**config.mk**
```make
export PLATFORM = sky130hd
export DESIGN_NAME = pri_decoder_stream
export DESIGN_NICKNAME = d
export VERILOG_FILES = /design/src/rtl/pri_decoder_stream.sv
export SDC_FILE = /design/constraint.sdc
export NUM_CORES = 1
export LEC_CHECK = 0
export BUFFER_PORTS_ARGS = -buffer_cell sky130_fd_sc_hd__clkbuf_2
export CAP_MARGIN = 5
export CORE_UTILIZATION = 49
export DETAILED_ROUTE_END_ITERATION = 7
export GPL_ROUTABILITY_DRIVEN = 0
export HOLD_SLACK_MARGIN = 0.1
export PLACE_DENSITY = 0.71
export SYNTH_ARGS = -nofsm -noshare
export SYNTH_HDL_FRONTEND = slang
export SYNTH_SLANG_ARGS = --single-unit
```
**constraint.sdc**
```tcl
create_clock -name clk -period 2.05 [get_ports clk]
set_input_delay 0.41 -clock clk [delete_from_list [all_inputs] [get_ports clk]]
set_output_delay 0.41 -clock clk [all_outputs]
set_load 0.02 [all_outputs]
```
**src/rtl/pri_decoder_stream.sv**
```systemverilog
// pri_decoder_stream: 4-to-16 binary-to-one-hot decoder behind a small FIFO,
// with valid/ready handshakes on both sides.
// Optional feature macro: PRI_DECODER_ZERO_CNT_EN builds the saturating
// zero_count counter and its zero_clr input; otherwise zero_count is 8'h00.
module pri_decoder_stream #(
  parameter int unsigned FIFO_DEPTH = 2
) (
  input  logic        clk,
  input  logic        reset_n,
  input  logic [3:0]  binary_in,
  input  logic        enable,
  input  logic        in_valid,
  output logic        in_ready,
  output logic [15:0] decoder_out,
  output logic        out_valid,
  input  logic        out_ready,
  output logic [7:0]  zero_count,
  input  logic        zero_clr
);

  localparam int unsigned PTR_W  = $clog2(FIFO_DEPTH);
  localparam int unsigned CNT_W  = PTR_W + 1;
  localparam int unsigned WORD_W = 16;

  typedef enum logic [1:0] {
    ST_EMPTY   = 2'd0,
    ST_PARTIAL = 2'd1,
    ST_FULL    = 2'd2
  } occ_state_e;

  occ_state_e          state_q, state_d;
  logic [CNT_W-1:0]    cnt_q, cnt_d;
  logic [PTR_W-1:0]    wr_ptr_q, wr_ptr_d;
  logic [PTR_W-1:0]    rd_ptr_q, rd_ptr_d;
  logic [WORD_W-1:0]   mem [FIFO_DEPTH];
  logic [WORD_W-1:0]   word_c;
  logic                push_c;
  logic                pop_c;

  // Handshake flags come straight from the occupancy state register.
  assign in_ready  = (state_q != ST_FULL);
  assign out_valid = (state_q != ST_EMPTY);
  assign push_c    = in_valid && in_ready;
  assign pop_c     = out_valid && out_ready;

  // Decode at accept time; code 0 or enable low means "no request".
  always_comb begin
    word_c = '0;
    if (enable && (binary_in != 4'd0)) begin
      word_c = WORD_W'(1) << binary_in;
    end
  end

  // Head of FIFO, forced to zero while nothing is buffered.
  assign decoder_out = out_valid ? mem[rd_ptr_q] : '0;

  // Occupancy FSM: next state, count and pointer updates.
  always_comb begin
    state_d  = state_q;
    cnt_d    = cnt_q;
    wr_ptr_d = wr_ptr_q;
    rd_ptr_d = rd_ptr_q;
    if (push_c) wr_ptr_d = wr_ptr_q + PTR_W'(1);
    if (pop_c)  rd_ptr_d = rd_ptr_q + PTR_W'(1);
    unique case (state_q)
      ST_EMPTY: begin
        if (push_c) begin
          cnt_d   = CNT_W'(1);
          state_d = (CNT_W'(1) == CNT_W'(FIFO_DEPTH)) ? ST_FULL : ST_PARTIAL;
        end
      end
      ST_PARTIAL: begin
        if (push_c && !pop_c) begin
          cnt_d   = cnt_q + CNT_W'(1);
          state_d = (cnt_d == CNT_W'(FIFO_DEPTH)) ? ST_FULL : ST_PARTIAL;
        end else if (pop_c && !push_c) begin
          cnt_d   = cnt_q - CNT_W'(1);
          state_d = (cnt_d == CNT_W'(0)) ? ST_EMPTY : ST_PARTIAL;
        end
      end
      ST_FULL: begin
        if (pop_c) begin
          cnt_d   = cnt_q - CNT_W'(1);
          state_d = (cnt_d == CNT_W'(0)) ? ST_EMPTY : ST_PARTIAL;
        end
      end
      default: begin
        state_d  = ST_EMPTY;
        cnt_d    = '0;
        wr_ptr_d = '0;
        rd_ptr_d = '0;
      end
    endcase
  end

  // Occupancy state, count and pointer registers; reset flushes the FIFO.
  always_ff @(posedge clk or negedge reset_n) begin
    if (!reset_n) begin
      state_q  <= ST_EMPTY;
      cnt_q    <= '0;
      wr_ptr_q <= '0;
      rd_ptr_q <= '0;
    end else begin
      state_q  <= state_d;
      cnt_q    <= cnt_d;
      wr_ptr_q <= wr_ptr_d;
      rd_ptr_q <= rd_ptr_d;
    end
  end

  // Storage array; contents are don't-care while marked empty.
  always_ff @(posedge clk) begin
    if (push_c) mem[wr_ptr_q] <= word_c;
  end

`ifdef PRI_DECODER_ZERO_CNT_EN
  // Saturating count of accepted all-zero words; clear beats increment.
  always_ff @(posedge clk or negedge reset_n) begin
    if (!reset_n) begin
      zero_count <= 8'h00;
    end else if (zero_clr) begin
      zero_count <= 8'h00;
    end else if (push_c && (word_c == '0) && (zero_count != 8'hFF)) begin
      zero_count <= zero_count + 8'd1;
    end
  end
`else
  logic unused_zero_clr;
  assign unused_zero_clr = zero_clr;
  assign zero_count      = 8'h00;
`endif

endmodule

```
Word-level counts from Yosys, hierarchy flattened. Memories as Yosys holds them, arrays and structs flattened. Index checks and enable logic that the tools add are counted.

Equality and inequality tests: 9. Shifts and indexed selects: 1. Reduce and logical (&&, ||, !) cells: 13. Add/subtract/negate cells: 4. Muxes and demuxes: 19.

Operators with widths (count): $mux 16 (2); $mux 2 (8); $shl 1x4->16 const A (1); $pmux 2 s3 (2); $mux 1 (7); $ne 2x2->1 const B (3); $logic_and 1x1->1 (5); $eq 2x2->1 const B (2); $logic_not 2->1 (2); $ne 2x1->1 const B (2); $reduce_bool 4->1 (1); $ne 3x3->1 const B (1); $reduce_and 3->1 (1); $reduce_or 3->1 (1); $add 1x1->1 const B (2); $add 2x1->2 const B (1); $eq 2x1->1 const B (1); $logic_not 1->1 (2); $reduce_bool 2->1 (1); $sub 2x1->2 const B (1).

Flip-flop bits (word level): 6. Input bits: 10. Memory bits (writable): 32. Word-level logic and storage cells: 51. Memories: 1. Output and inout port bits: 26.

Memory list: mem (words 2, bits a word 16, rd ports 1, clocked after Yosys merged registers in 0, wr ports 1, line 35) `logic [WORD_W-1:0] mem [FIFO_DEPTH];`.

Depth between registers and ports, before layout.
Word-level depth: 7. Depth in mapped cells: 9. Depth with buffers taken out: 8.

Worst setup path after synthesis. Ideal clock, no wire load.

Kind: reg-to-reg. Start: register state_q[0]. End: memory mem[1][0] (enable). Arrival time: 1.699 ns. Path buffers: 1. Clock period less this slack: 2.087 ns. Setup slack: -0.037 ns. Stages on the path, launching flop included: 5. Required time: 1.662 ns. Library setup time: 0.388 ns. Path through: dfrtp_1 -> clkbuf_8 -> nand2b_1 -> nand2_1 -> nor2_1.

Longest elaborated chain between the ends: 4.

Ends and longest elaborated chain: from (decl) (line 31) `occ_state_e state_q, state_d;`; from (signal assigned) (line 104) `state_q <= state_d;`; $ne 2x2->1 (line 41) `assign in_ready = (state_q != ST_FULL);`; named net in_ready (line 13) `output logic in_ready,`; $logic_and 1x1->1 (line 43) `assign push_c = in_valid && in_ready;`; $mux 1 (line 113) `if (push_c) mem[wr_ptr_q] <= word_c;`; $mux 1 (implied by the code) (line 113); to (decl) (line 35).

The timed path passes the listed nets, and every way through them passes these cells.

Final worst setup path.
Start: register state_q[0]. End: output port decoder_out[3].

Longest elaborated chain between the ends: 2.

Ends and longest elaborated chain: $reduce_bool 2->1 (line 42) `assign out_valid = (state_q != ST_EMPTY);`; $mux 16 (line 55) `assign decoder_out = out_valid ? mem[rd_ptr_q] : '0;`; to (decl) (line 14) `output logic [15:0] decoder_out,`.

Every way passes these cells.

==> impl_table.tex <==
\begin{tabular}{lr}
\hline
Metric & Value \\
\hline
\multicolumn{2}{l}{\textbf{Critical path}} \\
Worst reg2reg setup slack & approximately 300 ps \\
Required time of the critical path & $\sim$1600 ps \\
CP max stage delay & approximately 400 ps \\
CP Launch Type & flip-flop \\
Cell breakdown of the critical path & buf\_4 > nor2\_2 > buf\_4 > nor2\_1 > clkbuf\_2 \\
Critical path capture point type & output port \\
Slowest cell on the critical path & sky130\_fd\_sc\_hd\_\_dfrtp\_1 \\
Crit path depth & 5 \\
Critical path capture point & decoder\_out[3] \\
Worst path top cell family by delay & buffers and inverters \\
WP buf/inv & 3 \\
Maximum fanout along the worst path & 17 \\
Worst setup startpoint & state\_q[0] \\
Worst r2r src & state\_q[0] \\
Top cell by count, worst path & sky130\_fd\_sc\_hd\_\_buf\_4 \\
Signal arrival time at the worst endpoint & 1450 ps \\
Worst R2R End & cnt\_q[0] \\
Setup CP Type & reg -> out \\
Number of cells traversed by the worst register-to-register path & 8 \\
\multicolumn{2}{l}{\textbf{Global route}} \\
Met3 demand-to-capacity share in global routing & about 5.4\% \\
Overall routing resource usage & 18.9\% \\
Remaining Overflow, GRT & 0 \\
Met1 track demand over resource in global routing & between 20\% and 30\% \\
Met2 Track Usage GR & a little under a third \\
Number of antenna violations at the first check in global routing & 0 \\
Via count of the first global-routing pass & 1211 \\
Largest net degree at the start of global routing & 18 \\
Most crowded layer after global routing & met2 \\
First-pass GRT wire length & roughly 5600 um \\
\multicolumn{2}{l}{\textbf{Synth}} \\
Unique cell type count in the Yosys netlist & 35 \\
Synthesized instance count & 150 \\
Largest cells by area after synthesis & sky130\_fd\_sc\_hd\_\_edfxtp\_1, sky130\_fd\_sc\_hd\_\_mux2i\_1, sky130\_fd\_sc\_hd\_\_dfrtp\_1 \\
Sequential share of the synthesized area & between 60 and 70\% \\
Portion of synthesized cell area occupied by the leading cell type & 52.0\% \\
Cell area after synthesis & roughly 1800 sq um \\
Count of warnings emitted by yosys & 0 \\
Cell accounting for the most synthesized area & sky130\_fd\_sc\_hd\_\_edfxtp\_1 \\
Flip-flop and latch count after synthesis & 38 \\
Post-Synthesis Mean Instance Area & 12.3 sq um \\
\multicolumn{2}{l}{\textbf{Final layout}} \\
Post-route cell area & 2130 sq um \\
Final net count & 202 \\
Antenna diodes & 0 \\
Fraction of final layout cells with drive strength greater than 1 & between 20\% and 30\% \\
Number of filler cells placed in the layout & between 200 and 300 \\
Area added between synthesis and finish & 15.2\% \\
Combined area of the multi-input logic cells & 647 sq um \\
Area occupied by registers & approximately 1100 sq um \\
\multicolumn{2}{l}{\textbf{Placement}} \\
HPWL Detailed & roughly 2300 um \\
Post-placement cell area & roughly 2000 sq um \\
Place WS & 306 ps \\
\# port buffers & 26 \\
\multicolumn{2}{l}{\textbf{Drt}} \\
Total wire length & 3410 um \\
Total number of vias & around 1.2k \\
Number of remaining DRC errors & 0 \\
Pre-antenna DRT Iters & 4 \\
Count of nets left with antenna violations after detail routing & 0 \\
Average via count per standard cell & roughly 5.1 \\
Number of DRC markers in iteration 0 & 43 \\
Wire per inst & between 10 and 15 um \\
\multicolumn{2}{l}{\textbf{STA}} \\
TNS Setup & 0 ps \\
Final hold vios & 0 \\
Share of the cycle needed by the critical path after routing & between 90\% and 100\% \\
Clock period minus final worst setup slack & roughly 1900 ps \\
Final number of setup-violating endpoints & 0 \\
Worst setup margin & between 150 and 200 ps \\
Unrepaired setup endpoints after global routing & false \\
Number of slew-limit violations in the final report & 0 \\
Highest attainable clock frequency & 537 MHz \\
Final worst clock skew & between 10 and 15 ps \\
\multicolumn{2}{l}{\textbf{Clock tree}} \\
Later-pin clock latency in the skew report & $\sim$300 ps \\
Root cell of the clock tree & sky130\_fd\_sc\_hd\_\_clkbuf\_8 \\
Number of sinks handled by clock tree synthesis & 38 \\
Clock transition at path regs & about 80 ps \\
H-tree depth & 2 \\
Clock Path Buffers & 2 \\
Number of buffers created by CTS & 5 \\
TritonCTS clock tree & yes \\
Setup repair bufs after CTS & 0 \\
\multicolumn{2}{l}{\textbf{Die}} \\
Site Rows & 21 \\
X dimension of the die & 63.4 um \\
Initial cell density of the core & 53.2\% \\
Placeable core region & 3470 sq um \\
Area of the die & $\sim$4000 sq um \\
Die height & about 63 um \\
Count of boundary I/O pins & 36 \\
\multicolumn{2}{l}{\textbf{Pwr}} \\
VDD IR max & 677 uV \\
Power density over the cells & between 1000 and 1500 nW/um\^{}2 \\
Total Power Consumption & between 2 and 3 mW \\
Reported leakage power & around 0.92 nW \\
\multicolumn{2}{l}{\textbf{Min path}} \\
Number of cells on the worst hold path & 2 \\
Class of the tightest hold or removal check & in -> reg \\
\multicolumn{2}{l}{\textbf{Status}} \\
Status & complete, no violations \\
\multicolumn{2}{l}{\textbf{Flow run}} \\
Max-cap violations & 0 \\
\hline
\end{tabular}
-- state kept, by name, summed over array words and instances (netlist names) --
register	count
mem	32
state_q	2
cnt_q	2
wr_ptr_q	1
rd_ptr_q	1
-- cells by family (layout without fill, tap and decap cells) --
group / Yosys count / count (layout) / synth area share (%)
AOI/OAI and AO/OA: 15 / 15 / 6.44
xor gates and xnor gates: 2 / 2 / 0.949
adders and majority gates: 3 / 3 / 2.03
buffers and inverters: 18 / 49 / 6.77
DFF: 38 / 38 / 60.2
muxes: 17 / 17 / 9.21
other: 1 / 10 / 0.203
and+or+nand+nor: 56 / 56 / 14.2
-- cell usage after synthesis --
library cell                 n
sky130_fd_sc_hd__a2111o_1    1
sky130_fd_sc_hd__a21o_2      1
sky130_fd_sc_hd__a21oi_1     3
sky130_fd_sc_hd__a221oi_1    1
sky130_fd_sc_hd__a22o_1      1
sky130_fd_sc_hd__and2_4      1
sky130_fd_sc_hd__and2b_1     1
sky130_fd_sc_hd__buf_2       2
sky130_fd_sc_hd__buf_4       9
sky130_fd_sc_hd__buf_8       1
sky130_fd_sc_hd__clkbuf_8    1
sky130_fd_sc_hd__conb_1      1
sky130_fd_sc_hd__dfrtp_1     6
sky130_fd_sc_hd__edfxtp_1   32
sky130_fd_sc_hd__ha_1        3
sky130_fd_sc_hd__inv_1       5
sky130_fd_sc_hd__mux2i_1    17
sky130_fd_sc_hd__nand2_1     7
sky130_fd_sc_hd__nand2b_1    3
sky130_fd_sc_hd__nand3_1     1
sky130_fd_sc_hd__nand3b_1    3
sky130_fd_sc_hd__nand4b_1    1
sky130_fd_sc_hd__nor2_1     32
sky130_fd_sc_hd__nor2_2      1
sky130_fd_sc_hd__nor3_1      3
sky130_fd_sc_hd__o2111ai_2   1
sky130_fd_sc_hd__o21ai_0     2
sky130_fd_sc_hd__o21bai_1    1
sky130_fd_sc_hd__o22ai_1     2
sky130_fd_sc_hd__o31ai_2     1
sky130_fd_sc_hd__o32ai_1     1
sky130_fd_sc_hd__or2b_2      1
sky130_fd_sc_hd__or3_1       1
sky130_fd_sc_hd__or3b_2      1
sky130_fd_sc_hd__xnor2_1     2
-- timing repair --
action                     CTS  global route
resized for setup            0             0
setup endpoints to repair    0             0
hold buffers                 1             0
hold endpoints to repair     6             0
-- worst min path at each step --
| stage | from | to | slack [ps] |
|---|---|---|---|
| 2_1_floorplan | reset_n | cnt_q[0] | 110 |
| 3_3_place_gp | reset_n | state_q[0] | 250 |
| 3_5_place_dp | reset_n | state_q[0] | 250 |
| 4_1_cts | out_ready | state_q[1] | 380 |
| 5_1_grt | out_ready | state_q[1] | 390 |
| 6_report | out_ready | state_q[1] | 380 |
-- worst reg2reg max path: stages (launching register included) --
cell	delay (ps)
sky130_fd_sc_hd__dfrtp_1	390
sky130_fd_sc_hd__nand2b_2	220
sky130_fd_sc_hd__nand2_1	120
sky130_fd_sc_hd__inv_1	60
sky130_fd_sc_hd__ha_1	280
sky130_fd_sc_hd__nand2_1	90
sky130_fd_sc_hd__o31ai_2	60
sky130_fd_sc_hd__a2111o_1	400
sky130_fd_sc_hd__o2111ai_2	70
-- layer usage --
metal | share of wire, % | up-vias | wire length, um
li1 | - | 594 | -
met2 | 47 | 36 | 1620
met4 | 1.4 | 0 | 47
met1 | 46 | 576 | 1590
met5 | 0 | - | 0
met3 | 4.7 | 7 | 159
-- placed cells by master, fill, tap and decap left out, types with 2 or more instances in the layout --
master                     count
sky130_fd_sc_hd__clkbuf_2     26
sky130_fd_sc_hd__dfrtp_1       6
sky130_fd_sc_hd__o21ai_0       2
sky130_fd_sc_hd__xnor2_1       2
sky130_fd_sc_hd__inv_1         5
sky130_fd_sc_hd__nor3_1        3
sky130_fd_sc_hd__ha_1          3
sky130_fd_sc_hd__buf_4         9
sky130_fd_sc_hd__nand2_1       7
sky130_fd_sc_hd__edfxtp_1     32
sky130_fd_sc_hd__o22ai_1       2
sky130_fd_sc_hd__conb_1       10
sky130_fd_sc_hd__nand2b_1      2
sky130_fd_sc_hd__nand3b_1      3
sky130_fd_sc_hd__clkbuf_8      5
sky130_fd_sc_hd__mux2i_1      17
sky130_fd_sc_hd__a21oi_1       3
sky130_fd_sc_hd__nor2_1       32
-- per-stage QoR --
step                utilization [%]  hold WS, ps  instances
global placement               58.6          248        227
floorplan                         -          114        159
CTS                            61.3          377        236
global route                   61.3          392        236
finish                         61.3          382        236
detailed placement             58.6          253        227
-- power breakdown --
part / leakage, nW / switching [mW] / total, mW / internal [mW]
combinational: 0.495 / 0.778 / 1.28 / 0.500
clock: 0.0416 / 0.266 / 0.499 / 0.233
sequential: 0.381 / 0.0786 / 1.12 / 1.04
total: 0.918 / 1.12 / 2.89 / 1.77
-- layout make-up --
type | count | share of cell area, %
flip-flops and latches | 38 | 52.2
multi-input cells | 103 | 30.4
repair buffers | 36 | 9.76
clock buffers | 5 | 3.24
well taps | 46 | 2.71
inverters | 5 | 0.882
clock inverters | 3 | 0.765
No activity file was read; power rests on OpenSTA's default activity.
